<file path="config.mk">
export PLATFORM = sky130hd
export DESIGN_NAME = fetch_stage_flat
export DESIGN_NICKNAME = d
export VERILOG_FILES = /design/src/rtl/fetch_stage_if.sv /design/src/rtl/fetch_stage.sv /design/src/flat_wrapper.sv
export SDC_FILE = /design/constraint.sdc
export NUM_CORES = 1
export LEC_CHECK = 0
export ABC_AREA = 1
export ABC_CLOCK_PERIOD_IN_PS = 5300
export BUFFER_PORTS_ARGS = -buffer_cell sky130_fd_sc_hd__buf_2
export CORE_MARGIN = 2
export CORE_UTILIZATION = 51
export CTS_BUF_LIST = sky130_fd_sc_hd__clkbuf_8
export DETAILED_ROUTE_END_ITERATION = 12
export PLACE_DENSITY = 0.75
export REMOVE_ABC_BUFFERS = 1
export SETUP_SLACK_MARGIN = 0.5
export SYNTH_ARGS = -nofsm -noshare
export SYNTH_HDL_FRONTEND = slang
export SYNTH_SLANG_ARGS = --single-unit
</file>
<file path="constraint.sdc">
create_clock -name clk -period 5.3 [get_ports clk]
set_clock_uncertainty 0.1 [all_clocks]
set_input_delay 0.53 -clock clk [delete_from_list [all_inputs] [get_ports clk]]
set_output_delay 0.53 -clock clk [all_outputs]
set_load 0.01 [all_outputs]
</file>
<file path="src/rtl/fetch_stage_if.sv">
// Instruction-memory request/response channel between the fetch stage (master)
// and the instruction memory (slave).
interface fetch_stage_if;
  logic        imem_req;
  logic [31:0] imem_addr;
  logic        imem_ready;
  logic        imem_rvalid;
  logic [31:0] imem_rdata;

  modport master (
    output imem_req,
    output imem_addr,
    input  imem_ready,
    input  imem_rvalid,
    input  imem_rdata
  );

  modport slave (
    input  imem_req,
    input  imem_addr,
    output imem_ready,
    output imem_rvalid,
    output imem_rdata
  );
endinterface

</file>
<file path="src/rtl/fetch_stage.sv">
// Instruction fetch stage: single-outstanding imem requester, stale-response
// dropping after redirects, one-entry skid buffer and the IF/ID register.
module fetch_stage #(
  parameter logic [31:0] RESET_PC = 32'h0000_0000
) (
  input  logic          clk,
  input  logic          rst_n,
  fetch_stage_if.master imem,
  input  logic          stall_d,
  input  logic          flush_d,
  input  logic          redirect,
  input  logic [31:0]   redirect_pc,
  output logic          valid_d,
  output logic [31:0]   instr_d,
  output logic [31:0]   pc_d,
  output logic [31:0]   pc_plus4_d,
  output logic [6:0]    opcode_d,
  output logic [2:0]    funct3_d,
  output logic [6:0]    funct7_d
);

  localparam logic [1:0]  S_REQ  = 2'd0;
  localparam logic [1:0]  S_WAIT = 2'd1;
  localparam logic [1:0]  S_DROP = 2'd2;
  localparam logic [31:0] NOP    = 32'h0000_0013;

  logic [1:0]  state;
  logic [1:0]  state_nxt;
  logic [31:0] fetch_pc;
  logic [31:0] req_pc;
  logic        buf_valid;
  logic [31:0] buf_instr;
  logic [31:0] buf_pc;

  logic        accept;
  logic        resp_live;
  logic        kill;
  logic [31:0] target_pc;
  logic [31:0] load_pc;
  logic        unused_pc_bits;

  assign unused_pc_bits = ^redirect_pc[1:0];
  assign target_pc      = {redirect_pc[31:2], 2'b00};

  // Request outputs depend on state registers only, never on any input.
  assign imem.imem_req  = (state == S_REQ) && !buf_valid;
  assign imem.imem_addr = fetch_pc;

  assign accept    = imem.imem_req && imem.imem_ready;
  // A response is usable only in WAIT and only if no redirect lands with it.
  assign resp_live = imem.imem_rvalid && (state == S_WAIT) && !redirect;
  assign kill      = redirect || flush_d;
  assign load_pc   = buf_valid ? buf_pc : req_pc;

  // NOTE: every variable assigned in always_comb gets a default first so no latch is inferred.
  always_comb begin
    state_nxt = state;
    case (state)
      S_REQ:   if (accept) state_nxt = redirect ? S_DROP : S_WAIT;
      S_WAIT: begin
        if (imem.imem_rvalid) state_nxt = S_REQ;
        else if (redirect)    state_nxt = S_DROP;
      end
      S_DROP:  if (imem.imem_rvalid) state_nxt = S_REQ;
      default: state_nxt = S_REQ;
    endcase
  end

  // NOTE: sequential state uses non-blocking assignments so all registers update together.
  always_ff @(posedge clk or negedge rst_n) begin
    if (!rst_n) begin
      state    <= S_REQ;
      fetch_pc <= {RESET_PC[31:2], 2'b00};
      req_pc   <= {RESET_PC[31:2], 2'b00};
    end else begin
      state <= state_nxt;
      if (redirect)    fetch_pc <= target_pc;
      else if (accept) fetch_pc <= fetch_pc + 32'd4;
      if (accept) req_pc <= fetch_pc;
    end
  end

  always_ff @(posedge clk or negedge rst_n) begin
    if (!rst_n) begin
      buf_valid <= 1'b0;
    end else if (kill) begin
      buf_valid <= 1'b0;
    end else if (stall_d) begin
      if (resp_live) buf_valid <= 1'b1;
    end else begin
      buf_valid <= 1'b0;
    end
  end

  // NOTE: skid payload has no reset; it is only ever read while buf_valid is set.
  always_ff @(posedge clk) begin
    if (!kill && stall_d && resp_live) begin
      buf_instr <= imem.imem_rdata;
      buf_pc    <= req_pc;
    end
  end

  always_ff @(posedge clk or negedge rst_n) begin
    if (!rst_n) begin
      valid_d    <= 1'b0;
      instr_d    <= NOP;
      pc_d       <= 32'h0000_0000;
      pc_plus4_d <= 32'h0000_0004;
    end else if (kill) begin
      valid_d <= 1'b0;
      instr_d <= NOP;
    end else if (!stall_d) begin
      if (buf_valid || resp_live) begin
        valid_d    <= 1'b1;
        instr_d    <= buf_valid ? buf_instr : imem.imem_rdata;
        pc_d       <= load_pc;
        pc_plus4_d <= load_pc + 32'd4;
      end else begin
        valid_d <= 1'b0;
        instr_d <= NOP;
      end
    end
  end

  assign opcode_d = instr_d[6:0];
  assign funct3_d = instr_d[14:12];
  assign funct7_d = instr_d[31:25];

endmodule

</file>
<file path="src/flat_wrapper.sv">
// flat-port wrapper written by rule: the top's interface ports become plain ports
module fetch_stage_flat 
#(
  parameter logic [31:0] RESET_PC = 32'h0000_0000
)
  (clk, rst_n, stall_d, flush_d, redirect, redirect_pc, valid_d, instr_d, pc_d, pc_plus4_d, opcode_d, funct3_d, funct7_d, imem_imem_req, imem_imem_addr, imem_imem_ready, imem_imem_rvalid, imem_imem_rdata);
  fetch_stage_if imem_i ();
  input  logic clk;
  input  logic rst_n;
  input  logic stall_d;
  input  logic flush_d;
  input  logic redirect;
  input  logic [31:0] redirect_pc;
  output logic valid_d;
  output logic [31:0] instr_d;
  output logic [31:0] pc_d;
  output logic [31:0] pc_plus4_d;
  output logic [6:0] opcode_d;
  output logic [2:0] funct3_d;
  output logic [6:0] funct7_d;
  output wire logic [$bits(imem_i.imem_req)-1:0] imem_imem_req;
  output wire logic [$bits(imem_i.imem_addr)-1:0] imem_imem_addr;
  input wire logic [$bits(imem_i.imem_ready)-1:0] imem_imem_ready;
  input wire logic [$bits(imem_i.imem_rvalid)-1:0] imem_imem_rvalid;
  input wire logic [$bits(imem_i.imem_rdata)-1:0] imem_imem_rdata;
  assign imem_imem_req = imem_i.imem_req;
  assign imem_imem_addr = imem_i.imem_addr;
  assign imem_i.imem_ready = imem_imem_ready;
  assign imem_i.imem_rvalid = imem_imem_rvalid;
  assign imem_i.imem_rdata = imem_imem_rdata;
  fetch_stage #(.RESET_PC(RESET_PC)) u_core (.clk(clk), .rst_n(rst_n), .imem(imem_i), .stall_d(stall_d), .flush_d(flush_d), .redirect(redirect), .redirect_pc(redirect_pc), .valid_d(valid_d), .instr_d(instr_d), .pc_d(pc_d), .pc_plus4_d(pc_plus4_d), .opcode_d(opcode_d), .funct3_d(funct3_d), .funct7_d(funct7_d));
endmodule
</file>
==> results of run 1 <==
-- worst paths after layout --
check / to / slack, ns / startpoint / cells after the start
setup / recovery: u_core.imem.imem_addr[12] / 2.16 / u_core.buf_valid / 7
hold / removal: u_core.pc_plus4_d[21] / 0.07 / rst_n / 1
setup reg to reg: u_core.imem.imem_addr[12] / 2.16 / u_core.buf_valid / 7
hold reg to reg: u_core.pc_plus4_d[21] / 0.37 / u_core.pc_plus4_d[21] / 2
max in group asynchronous: u_core.pc_d[7] / 3.78 / rst_n / 2
min in group clk: u_core.buf_instr[1] / 0.10 / imem_imem_rdata[1] / 1
-- kinds of logic after synthesis --
family,Yosys count,synth area share
and+or+nand+nor,562,0.237
DFF,218,0.560
AOI/OAI and AO/OA,159,0.0848
buffers and inverters,152,0.0704
muxes,29,0.0281
xor gates and xnor gates,20,0.0170
adders and majority gates,2,0.00243
other,1,0.000364
-- critical path, cell delays in order, from the launching register on --
cell	delay (ns)
sky130_fd_sc_hd__dfrtp_2	0.78
sky130_fd_sc_hd__buf_4	0.60
sky130_fd_sc_hd__nor2_2	0.09
sky130_fd_sc_hd__nand2_1	0.31
sky130_fd_sc_hd__nand2_1	0.60
sky130_fd_sc_hd__inv_1	0.38
sky130_fd_sc_hd__nand2_1	0.08
sky130_fd_sc_hd__o211ai_1	0.09
-- state kept, by name, summed over array words and instances, names as in the netlist --
name and flops:
u_core.buf_instr 32, u_core.instr_d 32, u_core.buf_pc 30, u_core.imem.imem_addr 30
u_core.pc_d 30, u_core.pc_plus4_d 30, u_core.req_pc 30, u_core.state 2
u_core.buf_valid 1, u_core.valid_d 1
-- layout make-up --
type,instances,share of cell area
clock buffer,42,0.0479
sequential,218,0.478
tap,270,0.0280
multi-input combinational,778,0.319
timing repair buffer,216,0.0915
inverter,84,0.0261
clock inverter,26,0.00963
-- layout by cell type (no fill, tap or decap), types with 10 or more instances in the layout --
cell	n
sky130_fd_sc_hd__nand2_1	320
sky130_fd_sc_hd__buf_2	208
sky130_fd_sc_hd__dfrtp_1	151
sky130_fd_sc_hd__o21ai_0	116
sky130_fd_sc_hd__inv_1	96
sky130_fd_sc_hd__nand3_1	84
sky130_fd_sc_hd__nor2_1	74
sky130_fd_sc_hd__edfxtp_1	62
sky130_fd_sc_hd__clkbuf_8	42
sky130_fd_sc_hd__nand2_2	34
sky130_fd_sc_hd__mux2i_1	29
sky130_fd_sc_hd__xor2_1	18
sky130_fd_sc_hd__nor3_1	13
sky130_fd_sc_hd__nor2_2	12
sky130_fd_sc_hd__o21bai_1	10
-- per-stage QoR --
step	total power, µW	cells	hold WS, ns
4_1_cts	5320	1634	0.0659
5_1_grt	5630	1634	0.0702
2_1_floorplan	3280	1080	0.134
6_report	5270	1634	0.0652
3_5_place_dp	3910	1566	0.361
3_3_place_gp	3860	1566	0.359
-- report_power, final --
part | switching [µW] | total (µW) | internal (µW)
Combinational | 940 | 1460 | 519
Clock | 664 | 1390 | 730
Sequential | 284 | 2420 | 2140
Total | 1890 | 5270 | 3390
-- layer usage --
layer	global-route usage	vias to the layer above	share of wire
met5	0	-	0
met3	0.0341	54	0.056
li1	-	4123	-
met4	0.0820	0	0.025
met2	0.348	260	0.45
met1	0.330	3891	0.47
==> impl_metrics.prom, run 1 <==
# TYPE chip_impl_metric gauge
chip_impl_metric{name="place_worst_setup_slack",unit="ns"} 2.14
chip_impl_info{name="setup.worst_path.start_class",value="flip-flop"} 1
chip_impl_metric{name="post_cts.repair.setup_buffers",unit=""} 0
chip_impl_info{name="tritoncts",value="yes"} 1
chip_impl_metric{name="cts_buffer_depth",unit=""} 3
chip_impl_info{name="ws_path_type",value="flip-flop to flip-flop"} 1
chip_impl_metric{name="initial_utilization",unit=""} 0.515
chip_impl_metric{name="slew_violations",unit=""} 0
chip_impl_info{name="rsz0062_at_grt",value="no"} 1
chip_impl_metric{name="numPortBuffers",unit=""} 209
chip_impl_metric{name="layout-drive-gt1-share",unit=""} 0.245
chip_impl_metric{name="grt_pass1_wl",unit="µm"} 39600
chip_impl_metric{name="final_critical_path_setup_slack",unit="ns"} 2.16
chip_impl_metric{name="grt_use_total",unit=""} 0.226
chip_impl_metric{name="grt_overflow_total",unit=""} 0
chip_impl_metric{name="clkLatencyLatePin",unit="ns"} 0.53
chip_impl_metric{name="numClockSinks",unit=""} 218
chip_impl_metric{name="synthesized_instance_count",unit=""} 1143
chip_impl_metric{name="floorplan.die_area",unit="µm²"} 21400
chip_impl_metric{name="die-width",unit="µm"} 146
chip_impl_metric{name="drt_pass_1_iters",unit=""} 5
chip_impl_metric{name="static-leakage-power",unit="µW"} 0.00577
chip_impl_info{name="post_synth_most_frequent_cells",value="sky130_fd_sc_hd__nand2_1, sky130_fd_sc_hd__dfrtp_1, sky130_fd_sc_hd__o21ai_0"} 1
chip_impl_metric{name="finalWeightedCongestion",unit=""} 0.905
chip_impl_metric{name="timing.max_slew.rel_slack",unit=""} 0.317
chip_impl_metric{name="cts_repair_resizes",unit=""} 0
chip_impl_metric{name="ys.warnings.count",unit=""} 0
chip_impl_metric{name="nNetsFinal",unit=""} 1408
chip_impl_metric{name="setup_violations",unit=""} 0
chip_impl_metric{name="worst_setup_hold_path_clk_slew",unit="ns"} 0.06
chip_impl_metric{name="fp.coreArea",unit="µm²"} 20000
chip_impl_metric{name="placedInstanceArea",unit="µm²"} 11400
chip_impl_metric{name="overall_routed_net_length",unit="µm"} 24300
chip_impl_metric{name="ys_ff_latch",unit=""} 218
chip_impl_metric{name="cts.htree.levels",unit=""} 2
chip_impl_info{name="synth.top_cells.by_area",value="sky130_fd_sc_hd__dfrtp_1, sky130_fd_sc_hd__edfxtp_1, sky130_fd_sc_hd__nand2_1"} 1
chip_impl_metric{name="ir_worst_vdd",unit="mV"} 0.210
chip_impl_metric{name="syn_area",unit="µm²"} 10300
chip_impl_metric{name="via_density_per_instance",unit=""} 5.10
chip_impl_metric{name="post_cts_hold_buffer_count",unit=""} 0
chip_impl_metric{name="grt_antenna_before_repair",unit=""} 0
chip_impl_metric{name="io_pins",unit=""} 218
chip_impl_metric{name="period_minus_slack",unit="ns"} 3.14
chip_impl_info{name="synth.most_common_cell",value="sky130_fd_sc_hd__nand2_1"} 1
chip_impl_metric{name="final_area",unit="µm²"} 12100
chip_impl_metric{name="synth-edff-count",unit=""} 62
chip_impl_info{name="synth_largest_area_cell",value="sky130_fd_sc_hd__dfrtp_1"} 1
chip_impl_metric{name="post-synth-top-area-fraction",unit=""} 0.369
chip_impl_metric{name="fillCellCount",unit=""} 1805
chip_impl_metric{name="max_cap_violations",unit=""} 0
chip_impl_info{name="crit_path_end_kind",value="flip-flop"} 1
chip_impl_metric{name="drt-wirelength-per-cell",unit="µm"} 14.9
chip_impl_metric{name="std_cell_rows",unit=""} 52
chip_impl_metric{name="required",unit="ns"} 5.64
chip_impl_info{name="synth_top_flop_cell",value="sky130_fd_sc_hd__dfrtp_1"} 1
chip_impl_info{name="root_buffer",value="sky130_fd_sc_hd__clkbuf_8"} 1
chip_impl_metric{name="worst_ep_arrival_time",unit="ns"} 3.48
chip_impl_metric{name="cts-buffers-inserted",unit=""} 37
chip_impl_metric{name="drcViolationCount",unit=""} 0
chip_impl_metric{name="number_of_global_route_vias_before_repair",unit=""} 7874
chip_impl_metric{name="final-hold-violation-count",unit=""} 0
chip_impl_metric{name="syn-mean-instance-area",unit="µm²"} 9.02
chip_impl_metric{name="fp.dieH",unit="µm"} 146
chip_impl_metric{name="flow.area_growth_from_synthesis",unit="%"} 17.1
chip_impl_metric{name="min_period_over_period",unit=""} 0.593
chip_impl_metric{name="finalSetupTns",unit="ns"} 0
chip_impl_metric{name="clock.fmax",unit="GHz"} 0.318
chip_impl_metric{name="timing.critical_path.fanout_max",unit=""} 34
chip_impl_metric{name="utilization",unit=""} 0.603
chip_impl_metric{name="drtIter0Drc",unit=""} 600
chip_impl_metric{name="synth.yosys.seq_area_share",unit=""} 0.560
chip_impl_metric{name="dp_hpwl",unit="µm"} 16800
chip_impl_metric{name="seqCellArea",unit="µm²"} 5770
chip_impl_metric{name="power_density",unit="nW/µm²"} 437
chip_impl_metric{name="async_flop_share",unit=""} 0.716
chip_impl_info{name="result_of_the_run",value="complete, no violations"} 1
chip_impl_metric{name="ys_types",unit=""} 39
chip_impl_metric{name="insertedDiodeCount",unit=""} 0
chip_impl_metric{name="detail-route-antenna-nets",unit=""} 0
chip_impl_info{name="hold_class",value="input port to async pin"} 1
chip_impl_metric{name="via_count",unit=""} 8328
chip_impl_metric{name="multiInputGateArea",unit="µm²"} 3850
chip_impl_metric{name="grt_max_degree",unit=""} 112
chip_impl_metric{name="worstMarginPinSlew",unit="ns"} 1.02
No activity file was read; power rests on OpenSTA's default activity.
==> run 2: changes to the inputs <==
--- a/config.mk
+++ b/config.mk
@@ -6,7 +6,7 @@
 export NUM_CORES = 1
 export LEC_CHECK = 0
 export ABC_AREA = 1
-export ABC_CLOCK_PERIOD_IN_PS = 5300
+export ABC_CLOCK_PERIOD_IN_PS = 2900
 export BUFFER_PORTS_ARGS = -buffer_cell sky130_fd_sc_hd__buf_2
 export CORE_MARGIN = 2
 export CORE_UTILIZATION = 51
==> constraint.sdc (replaced) <==
create_clock -name clk -period 2.9 [get_ports clk]
set_clock_uncertainty 0.1 [all_clocks]
set_input_delay 0.29 -clock clk [delete_from_list [all_inputs] [get_ports clk]]
set_output_delay 0.29 -clock clk [all_outputs]
set_load 0.01 [all_outputs]
==> run 2 against run 1 <==
Largest cell class unchanged. Critical path depth up 4. Clock power increased by 110%. Highest routed layer unchanged. Hold slack lost 0.025 ns. Combinational power up 88%. Die area did not move. Sequential share of layout area fell by 3.2 points. Critical endpoint is now u_core.pc_plus4_d[16]. Register-to-register slack got worse by 1.4 ns. Maximum frequency grew 45%. Power grew 93%. Final area increased by 7.2%. Non-clock buffer count up 70. Worst setup slack lost 1.4 ns.
==> impl_metrics.prom, run 2 (synthesized netlist as in run 1, its figures left out) <==
# TYPE chip_impl_metric gauge
chip_impl_metric{name="drtIter0Drc",unit=""} 534
chip_impl_metric{name="detail-route-antenna-nets",unit=""} 0
chip_impl_metric{name="fp.coreArea",unit="µm²"} 20000
chip_impl_metric{name="slew_violations",unit=""} 0
chip_impl_metric{name="grt_use_total",unit=""} 0.237
chip_impl_metric{name="grt_pass1_wl",unit="µm"} 41400
chip_impl_metric{name="min_hold_slack",unit="ns"} 0.0402
chip_impl_metric{name="initial_utilization",unit=""} 0.515
chip_impl_metric{name="die-width",unit="µm"} 146
chip_impl_info{name="timing.hold.worst_endpoint",value="u_core.imem.imem_addr[26]"} 1
chip_impl_info{name="timing.hold.worst.start",value="redirect_pc[26]"} 1
chip_impl_info{name="layout_commonest_cell",value="sky130_fd_sc_hd__nand2_1"} 1
chip_impl_info{name="commonest_cells_after_routing_fill_and_taps_aside",value="sky130_fd_sc_hd__nand2_1, sky130_fd_sc_hd__buf_2, sky130_fd_sc_hd__dfrtp_1"} 1
chip_impl_metric{name="worst_ep_arrival_time",unit="ns"} 2.48
chip_impl_metric{name="final_area",unit="µm²"} 12900
chip_impl_metric{name="worstMarginPinSlew",unit="ns"} 0.737
chip_impl_metric{name="ir_worst_vdd",unit="mV"} 0.405
chip_impl_metric{name="holdPathStages",unit=""} 4
chip_impl_metric{name="flow.area_growth_from_synthesis",unit="%"} 25.5
chip_impl_metric{name="static-leakage-power",unit="µW"} 0.00613
chip_impl_info{name="largestRegisters",value="u_core.buf_instr: 32 flops, u_core.instr_d: 32 flops"} 1
chip_impl_metric{name="max_cap_violations",unit=""} 0
chip_impl_metric{name="drcViolationCount",unit=""} 0
chip_impl_metric{name="clkLatencyLatePin",unit="ns"} 0.52
chip_impl_metric{name="clock.fmax",unit="GHz"} 0.460
chip_impl_metric{name="grt_max_degree",unit=""} 109
chip_impl_metric{name="place_worst_setup_slack",unit="ns"} 0.659
chip_impl_metric{name="grt_overflow_total",unit=""} 0
chip_impl_metric{name="cts_buffer_depth",unit=""} 3
chip_impl_metric{name="numClockSinks",unit=""} 218
chip_impl_info{name="root_buffer",value="sky130_fd_sc_hd__clkbuf_8"} 1
chip_impl_metric{name="rr_worst_depth",unit=""} 11
chip_impl_metric{name="via_count",unit=""} 8655
chip_impl_info{name="setup.worst_path.start_class",value="flip-flop"} 1
chip_impl_info{name="ws_path_type",value="flip-flop to flip-flop"} 1
chip_impl_info{name="worstReg2RegEnd",value="u_core.pc_plus4_d[16]"} 1
chip_impl_info{name="crit_path_end_kind",value="flip-flop"} 1
chip_impl_info{name="rsz0062_at_grt",value="no"} 1
chip_impl_metric{name="io_pins",unit=""} 218
chip_impl_metric{name="timing.critical_path.fanout_max",unit=""} 22
chip_impl_info{name="hold_class",value="input port to flip-flop"} 1
chip_impl_metric{name="floorplan.die_area",unit="µm²"} 21400
chip_impl_metric{name="std_cell_rows",unit=""} 52
chip_impl_metric{name="cts-buffers-inserted",unit=""} 38
chip_impl_metric{name="drt_pass_1_iters",unit=""} 5
chip_impl_metric{name="placedInstanceArea",unit="µm²"} 11500
chip_impl_metric{name="nNetsFinal",unit=""} 1479
chip_impl_metric{name="timing.max_slew.rel_slack",unit=""} 0.508
chip_impl_metric{name="fillCellCount",unit=""} 1672
chip_impl_metric{name="finalWeightedCongestion",unit=""} 0.928
chip_impl_metric{name="r2r_slack",unit="ns"} 0.73
chip_impl_metric{name="grt_antenna_before_repair",unit=""} 0
chip_impl_metric{name="dp_hpwl",unit="µm"} 17300
chip_impl_metric{name="numPortBuffers",unit=""} 209
chip_impl_metric{name="overall_routed_net_length",unit="µm"} 25500
chip_impl_metric{name="via_density_per_instance",unit=""} 5.08
chip_impl_metric{name="required",unit="ns"} 3.21
chip_impl_metric{name="number_of_global_route_vias_before_repair",unit=""} 8272
chip_impl_metric{name="setup_violations",unit=""} 0
chip_impl_metric{name="insertedDiodeCount",unit=""} 0
chip_impl_metric{name="fp.dieH",unit="µm"} 146
chip_impl_info{name="result_of_the_run",value="complete, no violations"} 1
chip_impl_info{name="r2r_start",value="u_core.buf_valid"} 1
chip_impl_metric{name="layout-drive-gt1-share",unit=""} 0.243
chip_impl_metric{name="min_period_over_period",unit=""} 0.749
chip_impl_metric{name="drt-wirelength-per-cell",unit="µm"} 15.0
chip_impl_metric{name="period_minus_slack",unit="ns"} 2.17
chip_impl_metric{name="power_density",unit="nW/µm²"} 785
chip_impl_info{name="tritoncts",value="yes"} 1
chip_impl_metric{name="cts.htree.levels",unit=""} 2
chip_impl_metric{name="worst_setup_hold_path_clk_slew",unit="ns"} 0.06
chip_impl_metric{name="final_critical_path_setup_slack",unit="ns"} 0.728
chip_impl_metric{name="final-hold-violation-count",unit=""} 0
## run 2: where the power goes
part	internal (µW)	switching (µW)	leakage, µW
logic	1020	1730	0.00309
registers	3900	527	0.00258
clock network	1720	1260	0.000460
## run 2: worst max-delay path, stage by stage (launching register included)
cell                       delay [ns]
sky130_fd_sc_hd__dfrtp_2         0.47
sky130_fd_sc_hd__clkinv_2        0.25
sky130_fd_sc_hd__buf_4           0.24
sky130_fd_sc_hd__nand2_1         0.07
sky130_fd_sc_hd__nand2_1         0.15
sky130_fd_sc_hd__nand2_1         0.12
sky130_fd_sc_hd__nor2_1          0.10
sky130_fd_sc_hd__nand2_1         0.06
sky130_fd_sc_hd__nor2_1          0.26
sky130_fd_sc_hd__nand2_1         0.09
sky130_fd_sc_hd__o21ai_1         0.09
sky130_fd_sc_hd__nor2_1          0.06
## run 2: through the flow
step                std cells  setup TNS, ns  utilization  power, µW
floorplan                1080        -321.93            -       5990
global placement         1572              0        0.573       7070
detailed placement       1572              0        0.573       7160
CTS                      1705              0        0.646      10200
global route             1705              0        0.646      10800
finish                   1705              0        0.646      10200
## run 2: how the worst max path moves through the flow
stage / from / end / slack (ns) / cells after the start
floorplan: u_core.buf_valid / u_core.pc_plus4_d[15] / -2.38 / 7
global placement: u_core.buf_valid / u_core.pc_plus4_d[20] / 0.72 / 11
detailed placement: u_core.buf_valid / u_core.pc_plus4_d[20] / 0.66 / 11
CTS: u_core.buf_valid / u_core.pc_plus4_d[16] / 0.66 / 11
global route: u_core.buf_valid / u_core.pc_plus4_d[16] / 0.51 / 11
finish: u_core.buf_valid / u_core.pc_plus4_d[16] / 0.73 / 11
## run 2: what timing repair did
action | 4_1_cts | 5_1_grt
hold buffers | 64 | 0
setup buffers | 0 | 0
hold endpoints to repair | 156 | 0
setup endpoints to repair | 0 | 11
resized for setup | 0 | 2
## run 2: layout make-up
type,count,area [µm²],area share
clock buffer,50,688,0.0532
clock inverter,19,133,0.0102
inverter,84,317,0.0245
multi-input combinational,778,3850,0.298
sequential,218,5770,0.446
tap,270,338,0.0261
timing repair buffer,286,1840,0.142
## run 2: layer usage
layer / up-vias / wire length [µm] / GRT usage / share of wire
li1: 4274 / - / - / -
met1: 4058 / 11700 / 0.337 / 0.46
met2: 273 / 11800 / 0.376 / 0.46
met3: 50 / 1340 / 0.0344 / 0.053
met4: 0 / 682 / 0.0835 / 0.027
met5: - / 0 / 0 / 0
==> run 3: changes to the inputs <==
--- a/config.mk
+++ b/config.mk
@@ -5,14 +5,14 @@
 export SDC_FILE = /design/constraint.sdc
 export NUM_CORES = 1
 export LEC_CHECK = 0
-export ABC_AREA = 1
-export ABC_CLOCK_PERIOD_IN_PS = 2900
+export ABC_AREA = 0
+export ABC_CLOCK_PERIOD_IN_PS = 2100
 export BUFFER_PORTS_ARGS = -buffer_cell sky130_fd_sc_hd__buf_2
 export CORE_MARGIN = 2
 export CORE_UTILIZATION = 51
 export CTS_BUF_LIST = sky130_fd_sc_hd__clkbuf_8
 export DETAILED_ROUTE_END_ITERATION = 12
-export PLACE_DENSITY = 0.75
+export PLACE_DENSITY = 0.76
 export REMOVE_ABC_BUFFERS = 1
 export SETUP_SLACK_MARGIN = 0.5
 export SYNTH_ARGS = -nofsm -noshare
==> constraint.sdc (replaced) <==
create_clock -name clk -period 2.1 [get_ports clk]
set_clock_uncertainty 0.1 [all_clocks]
set_input_delay 0.21 -clock clk [delete_from_list [all_inputs] [get_ports clk]]
set_output_delay 0.21 -clock clk [all_outputs]
set_load 0.01 [all_outputs]
==> run 3 against run 2 <==
The run now ends with negative setup slack left. Hold slack improved by 0.029 ns. Synthesized cell count is 17% lower. First-iteration DRC count grew 45%. Register-to-register slack got worse by 1.2 ns. Non-clock buffer count rose by 133. Sequential share of layout area shrank 3.4 points. Global-route usage up 3.4 points. Count of clock-buffer cells in the layout down 8. Final area increased by 8.3%. Sequential cell count unchanged. Die area shrank 3.7%. Largest power group unchanged.
==> impl_metrics.prom, run 3 <==
# TYPE chip_impl_metric gauge
chip_impl_info{name="result_of_the_run",value="finished with violations"} 1
chip_impl_info{name="violations",value="negative setup slack"} 1
chip_impl_metric{name="cell_internal_power",unit="µW"} 8480
chip_impl_info{name="crit_path_cell_trace",value="buf_8 -> nand3b_1 -> a222oi_1 -> buf_4 -> nand4_1 -> buf_6 -> o31a_1 -> o31ai_1"} 1
chip_impl_metric{name="grt_antenna_before_repair",unit=""} 1
chip_impl_metric{name="number_of_global_route_vias_before_repair",unit=""} 8680
chip_impl_metric{name="overall_power_after_layout",unit="µW"} 12500
chip_impl_metric{name="synth.yosys.seq_area_share",unit=""} 0.581
chip_impl_metric{name="cts-buffers-inserted",unit=""} 35
chip_impl_metric{name="async_flop_share",unit=""} 0.716
chip_impl_metric{name="slew_violations",unit=""} 0
chip_impl_metric{name="worstMarginPinSlew",unit="ns"} 1.18
chip_impl_metric{name="std_cell_rows",unit=""} 51
chip_impl_metric{name="grt_overflow_total",unit=""} 0
chip_impl_metric{name="min_period_over_period",unit=""} 1.21
chip_impl_metric{name="switchingPower",unit="µW"} 4050
chip_impl_metric{name="layout-drive-gt1-share",unit=""} 0.336
chip_impl_metric{name="power.share.switching",unit=""} 0.323
chip_impl_info{name="post_synth_most_frequent_cells",value="sky130_fd_sc_hd__nand2_1, sky130_fd_sc_hd__dfrtp_1, sky130_fd_sc_hd__o21ai_0"} 1
chip_impl_metric{name="ys.warnings.count",unit=""} 0
chip_impl_metric{name="ys_ff_latch",unit=""} 218
chip_impl_metric{name="clkLatencyLatePin",unit="ns"} 0.52
chip_impl_info{name="synth.most_common_cell",value="sky130_fd_sc_hd__nand2_1"} 1
chip_impl_metric{name="cts_buffer_depth",unit=""} 3
chip_impl_info{name="synth_largest_area_cell",value="sky130_fd_sc_hd__dfrtp_1"} 1
chip_impl_metric{name="timing.critical_path.buf_inv",unit=""} 3
chip_impl_metric{name="numClockSinks",unit=""} 218
chip_impl_metric{name="fp.coreArea",unit="µm²"} 19300
chip_impl_metric{name="overall_routed_net_length",unit="µm"} 29000
chip_impl_metric{name="worst_setup_hold_path_clk_slew",unit="ns"} 0.06
chip_impl_metric{name="via_density_per_instance",unit=""} 5.50
chip_impl_metric{name="power.combinational.fraction",unit=""} 0.269
chip_impl_info{name="timing.hold.worst.start",value="imem_imem_rvalid"} 1
chip_impl_metric{name="finalSetupTns",unit="ns"} -5.11
chip_impl_metric{name="initial_utilization",unit=""} 0.515
chip_impl_metric{name="rr_worst_depth",unit=""} 8
chip_impl_metric{name="die-width",unit="µm"} 144
chip_impl_metric{name="worst_ep_arrival_time",unit="ns"} 2.85
chip_impl_metric{name="syn_area",unit="µm²"} 9920
chip_impl_info{name="ws_path_type",value="flip-flop to flip-flop"} 1
chip_impl_metric{name="min_hold_slack",unit="ns"} 0.0696
chip_impl_metric{name="final_cell_count_no_fill",unit=""} 1622
chip_impl_metric{name="ir_worst_vdd",unit="mV"} 0.450
chip_impl_metric{name="post-synth-top-area-fraction",unit=""} 0.383
chip_impl_info{name="synth_top_flop_cell",value="sky130_fd_sc_hd__dfrtp_1"} 1
chip_impl_metric{name="drtIter0Drc",unit=""} 772
chip_impl_metric{name="detail-route-antenna-nets",unit=""} 0
chip_impl_metric{name="holdPathStages",unit=""} 4
chip_impl_metric{name="power.share.sequential",unit=""} 0.456
chip_impl_metric{name="via_count",unit=""} 8925
chip_impl_info{name="tritoncts",value="yes"} 1
chip_impl_info{name="timing.hold.worst_endpoint",value="u_core.state[0]"} 1
chip_impl_metric{name="drt_pass_1_iters",unit=""} 6
chip_impl_info{name="hold_class",value="input port to flip-flop"} 1
chip_impl_metric{name="dp_hpwl",unit="µm"} 18000
chip_impl_metric{name="static-leakage-power",unit="µW"} 0.00649
chip_impl_metric{name="timing.max_slew.rel_slack",unit=""} 0.210
chip_impl_metric{name="final_area",unit="µm²"} 14000
chip_impl_info{name="r2r_start",value="u_core.buf_valid"} 1
chip_impl_metric{name="max_cap_violations",unit=""} 0
chip_impl_info{name="rsz0062_at_grt",value="yes"} 1
chip_impl_info{name="worst_path_dominant_cell_family",value="compound AO/OA/AOI/OAI gates"} 1
chip_impl_info{name="largestRegisters",value="u_core.buf_instr: 32 flops, u_core.instr_d: 32 flops"} 1
chip_impl_metric{name="synth-edff-count",unit=""} 62
chip_impl_metric{name="cts.htree.levels",unit=""} 2
chip_impl_info{name="worstReg2RegEnd",value="u_core.pc_plus4_d[25]"} 1
chip_impl_metric{name="final-hold-violation-count",unit=""} 0
chip_impl_metric{name="power_density",unit="nW/µm²"} 893
chip_impl_metric{name="grt_pass1_wl",unit="µm"} 44000
chip_impl_metric{name="setup_violations",unit=""} 25
chip_impl_metric{name="placedInstanceArea",unit="µm²"} 11900
chip_impl_info{name="synth.top_cells.by_area",value="sky130_fd_sc_hd__dfrtp_1, sky130_fd_sc_hd__edfxtp_1, sky130_fd_sc_hd__nand2_1"} 1
chip_impl_info{name="setup.worst_path.start_class",value="flip-flop"} 1
chip_impl_metric{name="grt_max_degree",unit=""} 52
chip_impl_metric{name="syn-mean-instance-area",unit="µm²"} 10.5
chip_impl_info{name="layout_commonest_cell",value="sky130_fd_sc_hd__nand2_1"} 1
chip_impl_metric{name="finalWeightedCongestion",unit=""} 0.904
chip_impl_metric{name="flow.area_growth_from_synthesis",unit="%"} 41.3
chip_impl_metric{name="placed_cells",unit=""} 1458
chip_impl_metric{name="slowest_delay",unit="ns"} 0.52
chip_impl_metric{name="nNetsFinal",unit=""} 1403
chip_impl_metric{name="drcViolationCount",unit=""} 0
chip_impl_metric{name="clockPowerShare",unit=""} 0.275
chip_impl_metric{name="numPortBuffers",unit=""} 209
chip_impl_metric{name="period_minus_slack",unit="ns"} 2.53
chip_impl_info{name="commonest_cells_after_routing_fill_and_taps_aside",value="sky130_fd_sc_hd__nand2_1, sky130_fd_sc_hd__buf_2, sky130_fd_sc_hd__dfrtp_1"} 1
chip_impl_metric{name="floorplan.die_area",unit="µm²"} 20600
chip_impl_metric{name="fp.dieH",unit="µm"} 144
chip_impl_metric{name="clock.fmax",unit="GHz"} 0.395
chip_impl_metric{name="synthesized_instance_count",unit=""} 945
chip_impl_metric{name="timing.critical_path.fanout_max",unit=""} 6
chip_impl_metric{name="final_critical_path_setup_slack",unit="ns"} -0.433
chip_impl_metric{name="io_pins",unit=""} 218
chip_impl_metric{name="required",unit="ns"} 2.41
chip_impl_info{name="root_buffer",value="sky130_fd_sc_hd__clkbuf_8"} 1
chip_impl_info{name="crit_path_top_delay_cell",value="sky130_fd_sc_hd__dfrtp_4"} 1
chip_impl_metric{name="ys_types",unit=""} 59
chip_impl_info{name="crit_path_end_kind",value="flip-flop"} 1
chip_impl_metric{name="drt-wirelength-per-cell",unit="µm"} 17.9
chip_impl_metric{name="r2r_slack",unit="ns"} -0.43
chip_impl_metric{name="grt_use_total",unit=""} 0.271
run 3: layout make-up:
type / count / area, µm²
Timing Repair Buffer: 419 / 3190
Clock inverter: 21 / 83.8
Sequential cell: 218 / 5770
Multi-Input combinational cell: 652 / 4050
Fill cell: 1313 / 5250
Clock buffer: 42 / 578
Inverter: 4 / 15.0
Antenna cell: 1 / 2.50
Tap cell: 265 / 332
run 3: worst max-delay path by stage:
stage	from	end	slack, ns	cells after the start
2_1_floorplan	u_core.buf_valid	u_core.pc_plus4_d[26]	-4.85	3
5_1_grt	u_core.buf_valid	u_core.pc_plus4_d[31]	-0.47	7
6_report	u_core.buf_valid	u_core.pc_plus4_d[25]	-0.43	8
4_1_cts	u_core.buf_valid	u_core.pc_plus4_d[26]	-0.32	8
3_3_place_gp	u_core.buf_valid	u_core.pc_plus4_d[26]	-0.34	8
3_5_place_dp	u_core.buf_valid	u_core.pc_plus4_d[26]	-0.43	8
run 3: repair_timing:
item | CTS | global route
pin swaps | 27 | 23
endpoints found under the hold margin | 224 | 0
hold buffers | 66 | 0
gates cloned | 7 | 1
gates resized for setup | 87 | 29
setup endpoints to repair | 220 | 220
setup buffers | 23 | 3
run 3: logic make-up after synthesis:
group / Yosys count / share of synthesized area
XOR/XNOR: 29 / 0.0256
buffers and inverters: 80 / 0.0411
AO/OA/AOI/OAI: 184 / 0.116
other: 1 / 0.000378
multiplexers: 63 / 0.0643
AND/OR/NAND/NOR: 368 / 0.169
flip-flops: 218 / 0.581
adder cells (fa/ha/maj): 2 / 0.00252
run 3: metal layers:
metal,vias up,global-route usage,routed length [µm]
li1,4124,-,-
met4,0,0.0939,844
met5,-,0,0
met2,390,0.459,14300
met3,71,0.0477,2030
met1,4340,0.354,11900
run 3: stage by stage:
step / util / setup slack (ns)
final: 0.728 / -0.433
after global routing: 0.728 / -0.473
after CTS: 0.720 / -0.316
after detailed placement: 0.617 / -0.430
after global placement: 0.617 / -0.337
after floorplan: - / -4.85
run 3: power groups by stage:
| stage | Combinational (µW) | Sequential (µW) | Clock [µW] |
|---|---|---|---|
| floorplan | 1220 | 5920 | 0 |
| global placement | 2850 | 5730 | 0 |
| detailed placement | 2940 | 5760 | 0 |
| CTS | 3270 | 5680 | 3490 |
| global route | 3670 | 5800 | 3690 |
| finish | 3370 | 5720 | 3450 |
run 3: worst min-delay path, cell delays in order:
cell	delay, ns
sky130_fd_sc_hd__buf_2	0.12
sky130_fd_sc_hd__inv_1	0.06
sky130_fd_sc_hd__a21oi_1	0.09
sky130_fd_sc_hd__nor3_1	0.15
